**src/rtl/lzrw1_pkg.sv**
```systemverilog
// lzrw1_pkg: shared types and constants for the LZRW1 item packer.
package lzrw1_pkg;

   // Items per group; one 16-bit control word covers one group.
   localparam int GROUP_ITEMS = 16;
   localparam int CTRL_W      = 16;

   // Copy-item field widths.
   localparam int OFFSET_W = 12;
   localparam int LEN_W    = 4;

   // Packer phases: gather items, then stream control word and body.
   typedef enum logic [1:0] {
      COLLECT = 2'd0,
      CTRL_LO = 2'd1,
      CTRL_HI = 2'd2,
      BODY    = 2'd3
   } state_t;

   // A copy is malformed when its length code is below 2 or its distance is zero.
   function automatic logic is_illegal_copy(input logic [OFFSET_W-1:0] offset,
                                            input logic [LEN_W-1:0]    length);
      return (length < LEN_W'(2)) || (offset == '0);
   endfunction

endpackage

```
**src/rtl/lzrw1_item_buf.sv**
```systemverilog
// lzrw1_item_buf: byte FIFO for one group's item bytes; writes one or two
// bytes per cycle, reads one byte per cycle, cleared between groups.
module lzrw1_item_buf #(
   parameter int BUF_BYTES = 32
) (
   input  logic       clk,
   input  logic       reset,
   input  logic       clear,
   input  logic       wr_en,
   input  logic       wr_two,
   input  logic [7:0] wr_byte0,
   input  logic [7:0] wr_byte1,
   input  logic       rd_en,
   output logic [7:0] rd_byte,
   output logic       rd_is_last
);

   localparam int AW = (BUF_BYTES > 1) ? $clog2(BUF_BYTES) : 1;
   localparam int CW = $clog2(BUF_BYTES + 1);

   logic [7:0]    mem [BUF_BYTES];
   logic [CW-1:0] wr_ptr;
   logic [CW-1:0] rd_ptr;
   logic [AW-1:0] wr_addr0;
   logic [AW-1:0] wr_addr1;

   assign wr_addr0 = wr_ptr[AW-1:0];
   assign wr_addr1 = wr_ptr[AW-1:0] + AW'(1);

   // Pointer update: advance on write/read, rewind at group end or reset.
   // NOTE: non-blocking assignments for all clocked state so every register samples pre-edge values.
   always_ff @(posedge clk) begin
      if (reset || clear) begin
         wr_ptr <= '0;
         rd_ptr <= '0;
      end else begin
         if (wr_en) wr_ptr <= wr_ptr + (wr_two ? CW'(2) : CW'(1));
         if (rd_en) rd_ptr <= rd_ptr + CW'(1);
      end
   end

   // Byte storage: one or two bytes land at the write pointer.
   // NOTE: the byte array has no reset; the pointers alone define which entries are valid.
   always_ff @(posedge clk) begin
      if (wr_en) begin
         mem[wr_addr0] <= wr_byte0;
         if (wr_two) mem[wr_addr1] <= wr_byte1;
      end
   end

   assign rd_byte    = mem[rd_ptr[AW-1:0]];
   assign rd_is_last = ((rd_ptr + CW'(1)) == wr_ptr);

endmodule

```
**src/rtl/lzrw1_item_packer.sv**
```systemverilog
// lzrw1_item_packer: packs literal/copy items into LZRW1 groups: a 16-bit
// control word (LSB first, bit k = item k is a copy) followed by item bytes.
module lzrw1_item_packer #(
   parameter int GROUP_ITEMS = lzrw1_pkg::GROUP_ITEMS,
   parameter int BUF_BYTES   = 2 * GROUP_ITEMS
) (
   input  logic                          clk,
   input  logic                          reset,
   input  logic                          in_valid,
   output logic                          in_ready,
   input  logic                          in_is_copy,
   input  logic [7:0]                    in_literal,
   input  logic [lzrw1_pkg::OFFSET_W-1:0] in_offset,
   input  logic [lzrw1_pkg::LEN_W-1:0]    in_length,
   input  logic                          in_last,
   output logic                          out_valid,
   input  logic                          out_ready,
   output logic [7:0]                    out_byte,
   output logic                          out_last,
   output logic                          err
);

   import lzrw1_pkg::*;

   localparam int KW = $clog2(GROUP_ITEMS + 1);

   state_t            state;
   state_t            state_nxt;
   logic [KW-1:0]     k;
   logic [CTRL_W-1:0] ctrl;
   logic [CTRL_W-1:0] bit_mask;
   logic              close_last;
   logic              accept;
   logic              xfer;
   logic              group_close;
   logic              body_done;
   logic              rd_en;
   logic              rd_is_last;
   logic [7:0]        rd_byte;
   logic [7:0]        wr_byte0;

   assign in_ready    = (state == COLLECT);
   assign out_valid   = (state != COLLECT);
   assign accept      = in_valid & in_ready;
   assign xfer        = out_valid & out_ready;
   assign group_close = accept & ((k == KW'(GROUP_ITEMS - 1)) | in_last);
   assign rd_en       = (state == BODY) & xfer;
   assign body_done   = rd_en & rd_is_last;
   assign bit_mask    = CTRL_W'(1) << k;
   assign wr_byte0    = in_is_copy ? {in_offset[OFFSET_W-1:8], in_length} : in_literal;

   lzrw1_item_buf #(
      .BUF_BYTES (BUF_BYTES)
   ) u_buf (
      .clk        (clk),
      .reset      (reset),
      .clear      (body_done),
      .wr_en      (accept),
      .wr_two     (in_is_copy),
      .wr_byte0   (wr_byte0),
      .wr_byte1   (in_offset[7:0]),
      .rd_en      (rd_en),
      .rd_byte    (rd_byte),
      .rd_is_last (rd_is_last)
   );

   // State register.
   always_ff @(posedge clk) begin
      if (reset) state <= COLLECT;
      else       state <= state_nxt;
   end

   // Group bookkeeping: item index, control bits and whether this group ends the block.
   always_ff @(posedge clk) begin
      if (reset) begin
         k          <= '0;
         ctrl       <= '0;
         close_last <= 1'b0;
      end else if (accept) begin
         k    <= k + KW'(1);
         ctrl <= in_is_copy ? (ctrl | bit_mask) : (ctrl & ~bit_mask);
         if (group_close) close_last <= in_last;
      end else if (body_done) begin
         k          <= '0;
         ctrl       <= '0;
         close_last <= 1'b0;
      end
   end

   // Sticky flag for malformed copies; the item is still packed unchanged.
   always_ff @(posedge clk) begin
      if (reset)                                                        err <= 1'b0;
      else if (accept && in_is_copy && is_illegal_copy(in_offset, in_length)) err <= 1'b1;
   end

   // Next state and output byte selection; advances only on a byte transfer.
   // NOTE: every signal driven here gets a default first so no latch is inferred.
   always_comb begin
      state_nxt = state;
      out_byte  = 8'h00;
      out_last  = 1'b0;
      case (state)
         COLLECT: begin
            if (group_close) state_nxt = CTRL_LO;
         end
         CTRL_LO: begin
            out_byte = ctrl[7:0];
            if (xfer) state_nxt = CTRL_HI;
         end
         CTRL_HI: begin
            out_byte = ctrl[15:8];
            if (xfer) state_nxt = BODY;
         end
         BODY: begin
            out_byte = rd_byte;
            out_last = close_last & rd_is_last;
            if (body_done) state_nxt = COLLECT;
         end
         default: state_nxt = COLLECT;
      endcase
   end

endmodule

```
**config.mk**
```make
export PLATFORM = sky130hd
export DESIGN_NAME = lzrw1_item_packer
export DESIGN_NICKNAME = d
export VERILOG_FILES = /design/src/rtl/lzrw1_pkg.sv /design/src/rtl/lzrw1_item_buf.sv /design/src/rtl/lzrw1_item_packer.sv
export SDC_FILE = /design/constraint.sdc
export NUM_CORES = 1
export LEC_CHECK = 0
export BUFFER_PORTS_ARGS = -buffer_cell sky130_fd_sc_hd__buf_2
export CAP_MARGIN = 25
export CORE_MARGIN = 3
export CORE_UTILIZATION = 25
export DETAILED_ROUTE_END_ITERATION = 8
export GPL_TIMING_DRIVEN = 0
export PLACE_DENSITY_LB_ADDON = 0.08
export SLEW_MARGIN = 20
export SYNTH_ARGS = -nofsm -noshare
export SYNTH_HDL_FRONTEND = slang
export SYNTH_HIERARCHICAL = 1
export SYNTH_SLANG_ARGS = --single-unit
```
**constraint.sdc**
```tcl
create_clock -name clk -period 4.09 [get_ports clk]
set_input_delay 0.818 -clock clk [delete_from_list [all_inputs] [get_ports clk]]
set_output_delay 0.818 -clock clk [all_outputs]
set_load 0.01 [all_outputs]
```
==> impl_summary.txt, run 1 <==
----------------------------------------------------
[Timing]
  Period utilization ... 106.8%
  Count of final hold-check violations ... 0
  Number of setup violations in the final report ... 8
  Final Critical Period ... ~4.4 ns
  Worst hold slack ... 0.4790 ns
  Max Clock Skew ... 0.02706 ns
  Final max-slew violation count ... 0
  Unrepaired setup endpoints after global routing ... true
  F_max ... 228.8 MHz
  Setup slack of the critical path after layout ... -0.2800 ns
  Worst relative slew slack ... between 20% and 30%
  Worst slew pin tran ... 1.070 ns
  Total Negative Setup Slacks ... -1.657 ns

[Finish]
  Layout Nets ... 1231
  Share of final-layout standard cells stronger than drive strength 1 ... 45.23%
  Footprint of the multi-input gates ... 0.006815 mm^2
  Sequential cell area in the final layout ... 0.008537 mm^2
  Non-filler instance count after layout ... 2056
  Most frequent standard cell in the layout excluding fill and tap cells ... sky130_fd_sc_hd__mux2_2
  Final design utilization ... 30.48%
  Total of fill cells in the finished design ... 6267
  Area added between synthesis and finish ... 19.86%
  Commonest cells after routing, fill and taps aside ... 270 x sky130_fd_sc_hd__mux2_2, 256 x sky130_fd_sc_hd__edfxtp_1, 80 x sky130_fd_sc_hd__mux4_2
  Finished Cell Area ... between 0.015 and 0.02 mm^2

[Yosys]
  Proportion of register bits with asynchronous set or reset after synthesis ... 0%
  Post-Syn Instances ... ~1100
  Top FF cell, synth ... sky130_fd_sc_hd__edfxtp_1
  Total nets after synthesis ... about 1100
  Average size of a mapped cell ... between 10 and 15 um^2
  Count of flip-flops with a built-in enable after synthesis ... around 260
  Proportion of synthesized chip area in sequential cells ... a little over half
  Count of warnings emitted by yosys ... 6
  Number of synthesized register bits ... ~300
  Count of different cell masters after synthesis ... 51
  Synthesized area ... 0.01578 mm^2

[Placed design]
  GPL Wtd Cong ... 0.8069
  Post-Place Worst Slack ... -0.7693 ns
  Total instance count after detailed placement ... 1963
  Post-detail-place hpwl ... roughly 44000 um
  Placement-stage cell area ... 0.01721 mm^2
  IO Port Bufs ... 41

[Clocking]
  Clk root buf ... sky130_fd_sc_hd__clkbuf_16
  Maximum level of the CTS H-tree ... 2
  TritonCTS Buffers ... 39
  CTS max path bufs ... 3
  TritonCTS clock tree ... yes
  Clock slew seen by the registers of the worst setup and hold paths ... 0.06 ns
  Number of clock sinks ... 298
  Worst-Skew Late Latency ... 0.57 ns

[Detailed routing]
  Detailed router's first-iteration violation count ... a little over 900
  Routed length on met1 ... 29370 um
  Total length of routed met3 wires ... about 3200 um
  Aggregate routed wire length ... 62580 um
  DR DRC count ... 0
  DR WL/cell ... 30.44 um
  Detailed-route vias per instance ... approximately 5.0
  Top metal layer carrying routed signals ... met5
  Via total after detailed routing ... between 10000 and 15000
  Wire length on met2 ... 27920 um
  Number of iterations in the first detailed-routing pass ... 7
  Number of nets with antenna violations after routing ... 0

[Global route]
  Initial antenna violation count ... 4
  GRT Resource Usage Total ... 18.68%
  Congestion Overflow GR ... 0
  First-pass GRT wire length ... around 86000 um
  Number of global-route vias before repair ... just over 10000
  Pin count of the biggest net entering global routing ... 12

[Worst setup path]
  Required time at the endpoint of the critical path ... 3.27 ns
  Worst path most repeated cell ... sky130_fd_sc_hd__mux4_2
  Delay contributed by the slowest stage of the critical path ... 0.61 ns
  Critical path fanouts, max ... 10
  Arrival time of data at the critical path endpoint ... 3.55 ns
  Worst-path cell chain ... clkbuf_4 > mux4_2 > mux4_2 > mux2_2 > a222oi_1 > nor2_1 > buf_2
  Category of the worst setup path capture point ... primary output
  Gate family responsible for the most delay along the worst path ... multiplexers
  Reg-to-reg critical path startpoint ... state[0]
  Total buffers and inverters traversed by the critical path ... 2
  Start-to-end type of the worst setup path ... flop to primary output
  Slowest-stage cell, CP ... sky130_fd_sc_hd__a222oi_1
  Worst Setup Start Kind ... flop

[Die]
  Die Footprint ... 0.06617 mm^2
  Die Ht ... ~260 um
  Effective utilization at floorplan ... 25.43%
  Floorplan row count ... 91
  Ports ... 42
  Die W ... 257.2 um
  Core Region ... 0.06205 mm^2

[Run]
  Count of maximum capacitance violations ... 0

[Power and ir drop]
  Max rail drop VDD ... between 0.0002 and 0.00025 V
  Power density normalized to cell area ... roughly 440 mW/mm^2
  Cell leakage power ... between 6 and 7 nW
  Overall power consumption ... just over 8 mW

[Worst hold path]
  Critical hold path startpoint ... ctrl[11]
  Kind of path behind the tightest hold check ... flop to flop

[Run status]
  Status ... complete, but fails checks
  Violated checks ... negative setup slack

----------------------------------------------------
==> area by class of cell <==
type,count,share of cell area [%]
flip-flops and latches,298,45.14
clock buffers,55,5.862
well taps,837,5.538
repair buffers,81,3.420
plain buffers,100,2.752
inverters,10,0.2117
multi-input cells,656,36.04
diodes,3,0.03970
clock inverters,16,0.9990
==> worst register-to-register path, cell delays in order (launching register included) <==
cell                       delay [ns]
sky130_fd_sc_hd__dfxtp_1         0.32
sky130_fd_sc_hd__inv_1           0.10
sky130_fd_sc_hd__ha_1            0.32
sky130_fd_sc_hd__nand2_2         0.21
sky130_fd_sc_hd__inv_4           0.21
sky130_fd_sc_hd__buf_2           0.30
sky130_fd_sc_hd__nand2b_1        0.16
sky130_fd_sc_hd__nor2_1          0.54
sky130_fd_sc_hd__nand3_1         0.61
sky130_fd_sc_hd__o21ai_1         0.51
sky130_fd_sc_hd__buf_4           0.26
==> worst paths after layout <==
| kind | slack, ns | endpoint | depth (start not counted) |
|---|---|---|---|
| max | -0.28 | out_byte[2] | 7 |
| min | 0.48 | ctrl[11] | 2 |
| max reg2reg | 0.27 | u_buf/mem[5][7] | 10 |
| min reg2reg | 0.48 | ctrl[11] | 2 |
==> repair_timing <==
item	4_1_cts	5_1_grt
pin swaps	3	9
gates cloned	1	1
hold buffers	0	0
endpoints found under the setup margin	8	29
setup buffers	9	12
gates resized for setup	48	14
==> per-layer routing <==
| layer | track usage, % | up-vias |
|---|---|---|
| li1 | - | 4433 |
| met1 | 26.58 | 5419 |
| met2 | 28.80 | 298 |
| met3 | 3.208 | 82 |
| met4 | 6.236 | 2 |
| met5 | 0 | - |
==> registers in the layout, summed over array words and instances (netlist names), named ones only <==
name / cells
close_last: 1
ctrl: 16
err: 1
k: 5
state: 2
u_buf/mem: 256
u_buf/rd_ptr: 6
u_buf/wr_ptr: 6
==> where the power goes <==
group          switching (mW)  internal [mW]
Sequential             0.0472           3.43
Combinational           0.796          0.457
Clock                    1.41           2.15
==> kinds of logic after synthesis <==
logic type / Yosys count / synth area share [%]
muxes: 359 / 31.28
xor gates and xnor gates: 18 / 0.9991
DFF: 298 / 54.05
buffers and inverters: 114 / 3.219
and+or+nand+nor: 162 / 5.360
adders and majority gates: 15 / 1.237
AOI/OAI and AO/OA: 102 / 3.854
==> synthesized netlist by cell type, types with 9 or more instances <==
master	instances	share of area, %
sky130_fd_sc_hd__clkbuf_1	68	1.6
sky130_fd_sc_hd__dfxtp_1	42	5.3
sky130_fd_sc_hd__o21ai_0	32	1.0
sky130_fd_sc_hd__mux4_2	80	11
sky130_fd_sc_hd__nor2_1	41	0.98
sky130_fd_sc_hd__ha_1	14	1.1
sky130_fd_sc_hd__a21oi_1	36	1.1
sky130_fd_sc_hd__inv_1	9	0.21
sky130_fd_sc_hd__edfxtp_1	256	49
sky130_fd_sc_hd__nand2_1	33	0.79
sky130_fd_sc_hd__mux2_2	273	19
sky130_fd_sc_hd__buf_2	13	0.41
sky130_fd_sc_hd__buf_1	10	0.24
sky130_fd_sc_hd__xor2_1	10	0.56
sky130_fd_sc_hd__nand3_1	23	0.73
No activity file was read; power rests on OpenSTA's default activity.
==> run 2: changes to the inputs <==
--- a/config.mk
+++ b/config.mk
@@ -12,6 +12,7 @@
 export DETAILED_ROUTE_END_ITERATION = 8
 export GPL_TIMING_DRIVEN = 0
 export PLACE_DENSITY_LB_ADDON = 0.08
+export SETUP_SLACK_MARGIN = 0.1
 export SLEW_MARGIN = 20
 export SYNTH_ARGS = -nofsm -noshare
 export SYNTH_HDL_FRONTEND = slang
==> constraint.sdc (replaced) <==
create_clock -name clk -period 5.3 [get_ports clk]
set_input_delay 1.06 -clock clk [delete_from_list [all_inputs] [get_ports clk]]
set_output_delay 1.06 -clock clk [all_outputs]
set_load 0.01 [all_outputs]
==> impl_summary.txt, run 2 (synthesized netlist as in run 1, its figures left out) <==
----------------------------------------------------
[Run status]
  Status ... finished clean

[Detailed routing]
  Routed length on met1 ... 28860 um (-1.7%)
  Number of nets with antenna violations after routing ... 0 (unchanged)
  Detailed-route vias per instance ... 4.992 (+0.29%)
  Via total after detailed routing ... 10180 (-0.49%)
  Detailed router's first-iteration violation count ... 1010 (+9.8%)
  Top metal layer carrying routed signals ... met4
  DR WL/cell ... 30.33 um (-0.37%)
  Total length of routed met3 wires ... 3353 um (+4.8%)
  Wire length on met2 ... 27640 um (-1.0%)
  DR DRC count ... 0 (unchanged)
  Number of iterations in the first detailed-routing pass ... 5 (-2)
  Aggregate routed wire length ... 61870 um (-1.1%)

[Clocking]
  Worst-Skew Late Latency ... 0.57 ns (about the same)
  Maximum level of the CTS H-tree ... 2 (unchanged)
  Number of clock sinks ... 298 (unchanged)
  TritonCTS clock tree ... yes
  Clk root buf ... sky130_fd_sc_hd__clkbuf_16
  CTS max path bufs ... 3 (unchanged)
  TritonCTS Buffers ... 39 (unchanged)
  Buffer count from post-CTS setup fixing ... 0 (-9)
  Clock slew seen by the registers of the worst setup and hold paths ... 0.06 ns (about the same)

[Finish]
  Sequential cell area in the final layout ... 0.008528 mm^2 (-0.10%)
  Finished Cell Area ... 0.01856 mm^2 (-1.8%)
  Total of fill cells in the finished design ... 6279 (+0.19%)
  Layout Nets ... 1214 (-1.4%)
  Number of flip-flops in the largest register ... 256 (unchanged)
  Commonest cells after routing, fill and taps aside ... 273 x sky130_fd_sc_hd__mux2_2, 256 x sky130_fd_sc_hd__edfxtp_1, 80 x sky130_fd_sc_hd__mux4_2
  Footprint of the multi-input gates ... 0.006785 mm^2 (-0.44%)
  Most frequent standard cell in the layout excluding fill and tap cells ... sky130_fd_sc_hd__mux2_2
  Share of final-layout standard cells stronger than drive strength 1 ... 43.54% (-1.7 points)
  Largest registers in the final layout ... u_buf/mem (256), ctrl (16)
  Top reg by flops ... u_buf/mem
  Area added between synthesis and finish ... 17.65%

[Power and ir drop]
  Cell leakage power ... 5.942 nW (-2.8%)
  Power density normalized to cell area ... 344.4 mW/mm^2 (-21%)
  Max rail drop VDD ... 0.0001922 V (-23%)
  Overall power consumption ... 6.394 mW (-23%)

[Timing]
  Final Critical Period ... 5.116 ns
  Period utilization ... 96.52%
  Total Negative Setup Slacks ... 0 ns (+1.657 ns)
  Count of final hold-check violations ... 0 (unchanged)
  Unrepaired setup endpoints after global routing ... false
  Final max-slew violation count ... 0 (unchanged)
  Worst relative slew slack ... 29.22% (+0.53 points)
  F_max ... 195.5 MHz
  Worst slew pin tran ... 1.062 ns (-0.007926 ns)
  Max Clock Skew ... 0.03017 ns (+0.003113 ns)
  Number of setup violations in the final report ... 0 (-8)

[Die]
  Ports ... 42 (unchanged)
  Die W ... 257.2 um (unchanged)
  Die Footprint ... 0.06617 mm^2 (unchanged)
  Core Region ... 0.06205 mm^2 (unchanged)
  Effective utilization at floorplan ... 25.43% (unchanged)
  Die Ht ... 257.2 um (unchanged)
  Floorplan row count ... 91 (unchanged)

[Global route]
  Pin count of the biggest net entering global routing ... 12 (unchanged)
  GRT Resource Usage Total ... 18.57% (-0.11 points)
  Congestion Overflow GR ... 0 (unchanged)
  Number of global-route vias before repair ... 10210 (-0.48%)
  Initial antenna violation count ... 4 (unchanged)
  First-pass GRT wire length ... 85130 um (-0.59%)

[Placed design]
  GPL Wtd Cong ... 0.8069 (unchanged)
  Placement-stage cell area ... 0.01721 mm^2 (unchanged)
  IO Port Bufs ... 41 (unchanged)
  Post-detail-place hpwl ... 44310 um (unchanged)

[Worst setup path]
  Arrival time of data at the critical path endpoint ... 4.06 ns (+0.51 ns)
  Critical path fanouts, max ... 10 (unchanged)
  Required time at the endpoint of the critical path ... 4.24 ns (+0.97 ns)
  Start-to-end type of the worst setup path ... flop to primary output
  Worst Setup Start Kind ... flop
  Category of the worst setup path capture point ... primary output

[Run]
  Count of maximum capacitance violations ... 0 (unchanged)

[Worst hold path]
  Kind of path behind the tightest hold check ... flop to flop

----------------------------------------------------
## run 2: cell count changes in the layout (fill, tap and decap cells not counted), sizes merged
cell / delta
buf: -21
clkbuf: +1
clkdlybuf4s15: +3
diode: +1
## run 2: worst paths after layout
| check | startpoint | to | slack (ns) | cells past startpoint |
|---|---|---|---|---|
| worst max-delay path | flop | out_byte[2] | 0.18 | 8 |
| worst min-delay path | ctrl[11] | ctrl[11] | 0.48 | 2 |
| worst max register to register | state[0] | u_buf/mem[29][0] | 1.32 | 10 |
| worst min register to register | ctrl[11] | ctrl[11] | 0.48 | 2 |
## run 2: final cells by class
type,instances,area share [%]
Sequential cell,298,45.94
Clock inverter,16,1.018
Tap cell,837,5.641
Timing Repair Buffer,60,1.955
Inverter,10,0.2157
Antenna cell,4,0.05392
Clock buffer,55,5.972
Multi-Input combinational cell,656,36.55
Buffer,104,2.656
## run 2: timing repair
item / CTS / global route
hold buffers: 0 / 0
endpoints found under the setup margin: 8 / 1
gates resized for setup: 7 / 1
## run 2: routing by layer
metal	track usage, %	up-vias
li1	-	4409
met1	26.17	5393
met2	28.52	305
met3	3.612	77
met4	6.362	0
met5	0	-
## run 2: power breakdown
group	total [mW]	internal, mW	switching, mW
Combinational	0.961	0.349	0.612
Clock	2.75	1.66	1.09
Sequential	2.69	2.65	0.0362
## run 2: worst max-delay path, cell delays in order, from the launching register on
cell	delay, ns
sky130_fd_sc_hd__dfxtp_1	0.31
sky130_fd_sc_hd__clkbuf_2	0.42
sky130_fd_sc_hd__clkbuf_1	0.62
sky130_fd_sc_hd__mux4_2	0.49
sky130_fd_sc_hd__mux4_2	0.56
sky130_fd_sc_hd__mux2_2	0.31
sky130_fd_sc_hd__a222oi_1	0.53
sky130_fd_sc_hd__nor2_1	0.08
sky130_fd_sc_hd__buf_2	0.16
## run 2: per-stage QoR
| stage | utilization [%] | setup WS [ns] | hold slack, ns | std cells |
|---|---|---|---|---|
| after CTS | 29.86 | 0.1308 | 0.4837 | 2034 |
| after detailed placement | 27.73 | 0.1987 | 0.4759 | 1963 |
| final | 29.92 | 0.1842 | 0.4790 | 2040 |
| after global placement | 27.45 | 0.1999 | 0.4750 | 1946 |
| after floorplan | - | 1.891 | 0.4490 | 1068 |
| after global routing | 29.90 | 0.1234 | 0.5153 | 2036 |
==> run 3: changes to the inputs <==
--- a/config.mk
+++ b/config.mk
@@ -12,6 +12,7 @@
 export DETAILED_ROUTE_END_ITERATION = 8
 export GPL_TIMING_DRIVEN = 0
 export PLACE_DENSITY_LB_ADDON = 0.08
+export REMOVE_ABC_BUFFERS = 1
 export SETUP_SLACK_MARGIN = 0.1
 export SLEW_MARGIN = 20
 export SYNTH_ARGS = -nofsm -noshare
==> impl_summary.txt, run 3 (synthesized netlist as in run 1, its figures left out) <==
----------------------------------------------------
[Finish]
  Number of flip-flops in the largest register ... 256 (unchanged)
  Area added between synthesis and finish ... 14.53%
  Most frequent standard cell in the layout excluding fill and tap cells ... sky130_fd_sc_hd__mux2_2
  Top reg by flops ... u_buf/mem
  Non-filler instance count after layout ... 1934 (-5.2%)
  Layout Nets ... 1113 (-8.3%)
  Commonest cells after routing, fill and taps aside ... 273 x sky130_fd_sc_hd__mux2_2, 256 x sky130_fd_sc_hd__edfxtp_1, 80 x sky130_fd_sc_hd__mux4_2
  Largest registers in the final layout ... u_buf/mem (256), ctrl (16)
  Share of final-layout standard cells stronger than drive strength 1 ... 44.57% (+1.0 points)

[Placed design]
  IO Port Bufs ... 41 (unchanged)
  Total instance count after detailed placement ... 1864 (-5.0%)
  GPL Wtd Cong ... 0.7473 (-7.4%)
  Post-detail-place hpwl ... 32370 um (-27%)
  Post-Place Worst Slack ... 0.8108 ns (+0.6121 ns)

[Clocking]
  Maximum level of the CTS H-tree ... 2 (unchanged)
  TritonCTS clock tree ... yes
  Number of gates resized after cts ... 0 (-7)
  CTS max path bufs ... 3 (unchanged)
  Buffer count from post-CTS setup fixing ... 0 (unchanged)
  Clk root buf ... sky130_fd_sc_hd__clkbuf_16
  Post-cts hold buffer count ... 0 (unchanged)
  TritonCTS Buffers ... 38 (-2.6%)
  Clock slew seen by the registers of the worst setup and hold paths ... 0.06 ns (about the same)
  Number of clock sinks ... 298 (unchanged)
  Worst-Skew Late Latency ... 0.55 ns (-0.02 ns)

[Global route]
  Number of global-route vias before repair ... 9614 (-5.8%)
  First-pass GRT wire length ... 73660 um (-13%)
  GRT Resource Usage Total ... 15.39% (-3.2 points)
  Initial antenna violation count ... 1 (-3)
  Congestion Overflow GR ... 0 (unchanged)
  Pin count of the biggest net entering global routing ... 36 (+24)

[Power and ir drop]
  Power density normalized to cell area ... 336.2 mW/mm^2 (-2.4%)
  Cell leakage power ... 5.683 nW (-4.4%)
  Max rail drop VDD ... 0.0001745 V (-9.2%)

[Detailed routing]
  DR WL/cell ... 26.39 um (-13%)
  Number of iterations in the first detailed-routing pass ... 5 (unchanged)
  Via total after detailed routing ... 9372 (-8.0%)
  DR DRC count ... 0 (unchanged)
  Aggregate routed wire length ... 51050 um (-17%)
  Number of nets with antenna violations after routing ... 0 (unchanged)
  Detailed router's first-iteration violation count ... 549 (-46%)
  Detailed-route vias per instance ... 4.846 (-2.9%)

[Timing]
  Number of setup violations in the final report ... 0 (unchanged)
  Setup slack of the critical path after layout ... 0.5901 ns (+0.4059 ns)
  Count of final hold-check violations ... 0 (unchanged)
  Final Critical Period ... 4.710 ns (-0.4059 ns)
  F_max ... 212.3 MHz (+8.6%)
  Period utilization ... 88.87% (-7.7 points)
  Max Clock Skew ... 0.01970 ns (-0.01047 ns)
  Final max-slew violation count ... 0 (unchanged)
  Unrepaired setup endpoints after global routing ... false
  Worst slew pin tran ... 1.107 ns (+0.04554 ns)
  Worst relative slew slack ... 26.18% (-3.0 points)

[Die]
  Core Region ... 0.06205 mm^2 (unchanged)
  Ports ... 42 (unchanged)
  Effective utilization at floorplan ... 25.43% (unchanged)
  Floorplan row count ... 91 (unchanged)
  Die Footprint ... 0.06617 mm^2 (unchanged)
  Die Ht ... 257.2 um (unchanged)
  Die W ... 257.2 um (unchanged)

[Worst hold path]
  Kind of path behind the tightest hold check ... flop to flop

[Worst setup path]
  Required time at the endpoint of the critical path ... 4.24 ns (about the same)
  Worst Setup Start Kind ... flop
  Critical path fanouts, max ... 35 (+25)
  Category of the worst setup path capture point ... primary output
  Arrival time of data at the critical path endpoint ... 3.65 ns (-0.41 ns)
  Start-to-end type of the worst setup path ... flop to primary output

[Run]
  Count of maximum capacitance violations ... 0 (unchanged)

[Run status]
  Status ... finished clean

----------------------------------------------------
## run 3: layout make-up
cell class / count / area [um^2]
inverters: 10 / 40.04
well taps: 837 / 1047
flip-flops and latches: 298 / 8537
diodes: 2 / 5.005
clock inverters: 13 / 131.4
repair buffers: 64 / 469.2
clock buffers: 54 / 1075
multi-input cells: 656 / 6766
fillers: 6192 / 43980
## run 3: path summary, 6_finish.rpt
path,startpoint,to,slack (ns),cells past startpoint
setup / recovery,flop,out_byte[5],0.59,7
hold reg to reg,ctrl[11],ctrl[11],0.48,2
setup reg to reg,state[0],u_buf/mem[13][0],0.87,9
hold / removal,ctrl[11],ctrl[11],0.48,2
## run 3: where the power goes
part | internal, mW | switching, mW
clock network | 1.55 | 1.02
logic | 0.313 | 0.490
registers | 2.65 | 0.0528
## run 3: routing by layer
metal / track usage (%) / share of wire, % / up-vias
met3: 2.805 / 4.1 / 50
met2: 24.36 / 46 / 171
li1: - / - / 4206
met5: 0 / 0.025 / -
met1: 22.01 / 48 / 4943
met4: 3.260 / 1.6 / 2
## run 3: per-stage QoR
stage	setup TNS, ns	total power [mW]	hold slack (ns)	area (um^2)	utilization [%]
after floorplan	-1.608	3.236	0.4429	15310	-
after global placement	-20.23	3.543	0.4531	16560	26.69
after detailed placement	0	3.560	0.4695	16850	27.16
after CTS	0	6.193	0.4770	18060	29.10
after global routing	0	6.348	0.4980	18070	29.11
final	0	6.075	0.4795	18070	29.12
## run 3: worst max-delay path, stage by stage, from the launching register on
cell and delay [ns]:
sky130_fd_sc_hd__dfxtp_4 0.73, sky130_fd_sc_hd__buf_16 0.31, sky130_fd_sc_hd__mux4_2 0.40, sky130_fd_sc_hd__mux4_2 0.56, sky130_fd_sc_hd__mux2_2 0.34, sky130_fd_sc_hd__a222oi_1 0.47, sky130_fd_sc_hd__nor2_1 0.08, sky130_fd_sc_hd__buf_2 0.16
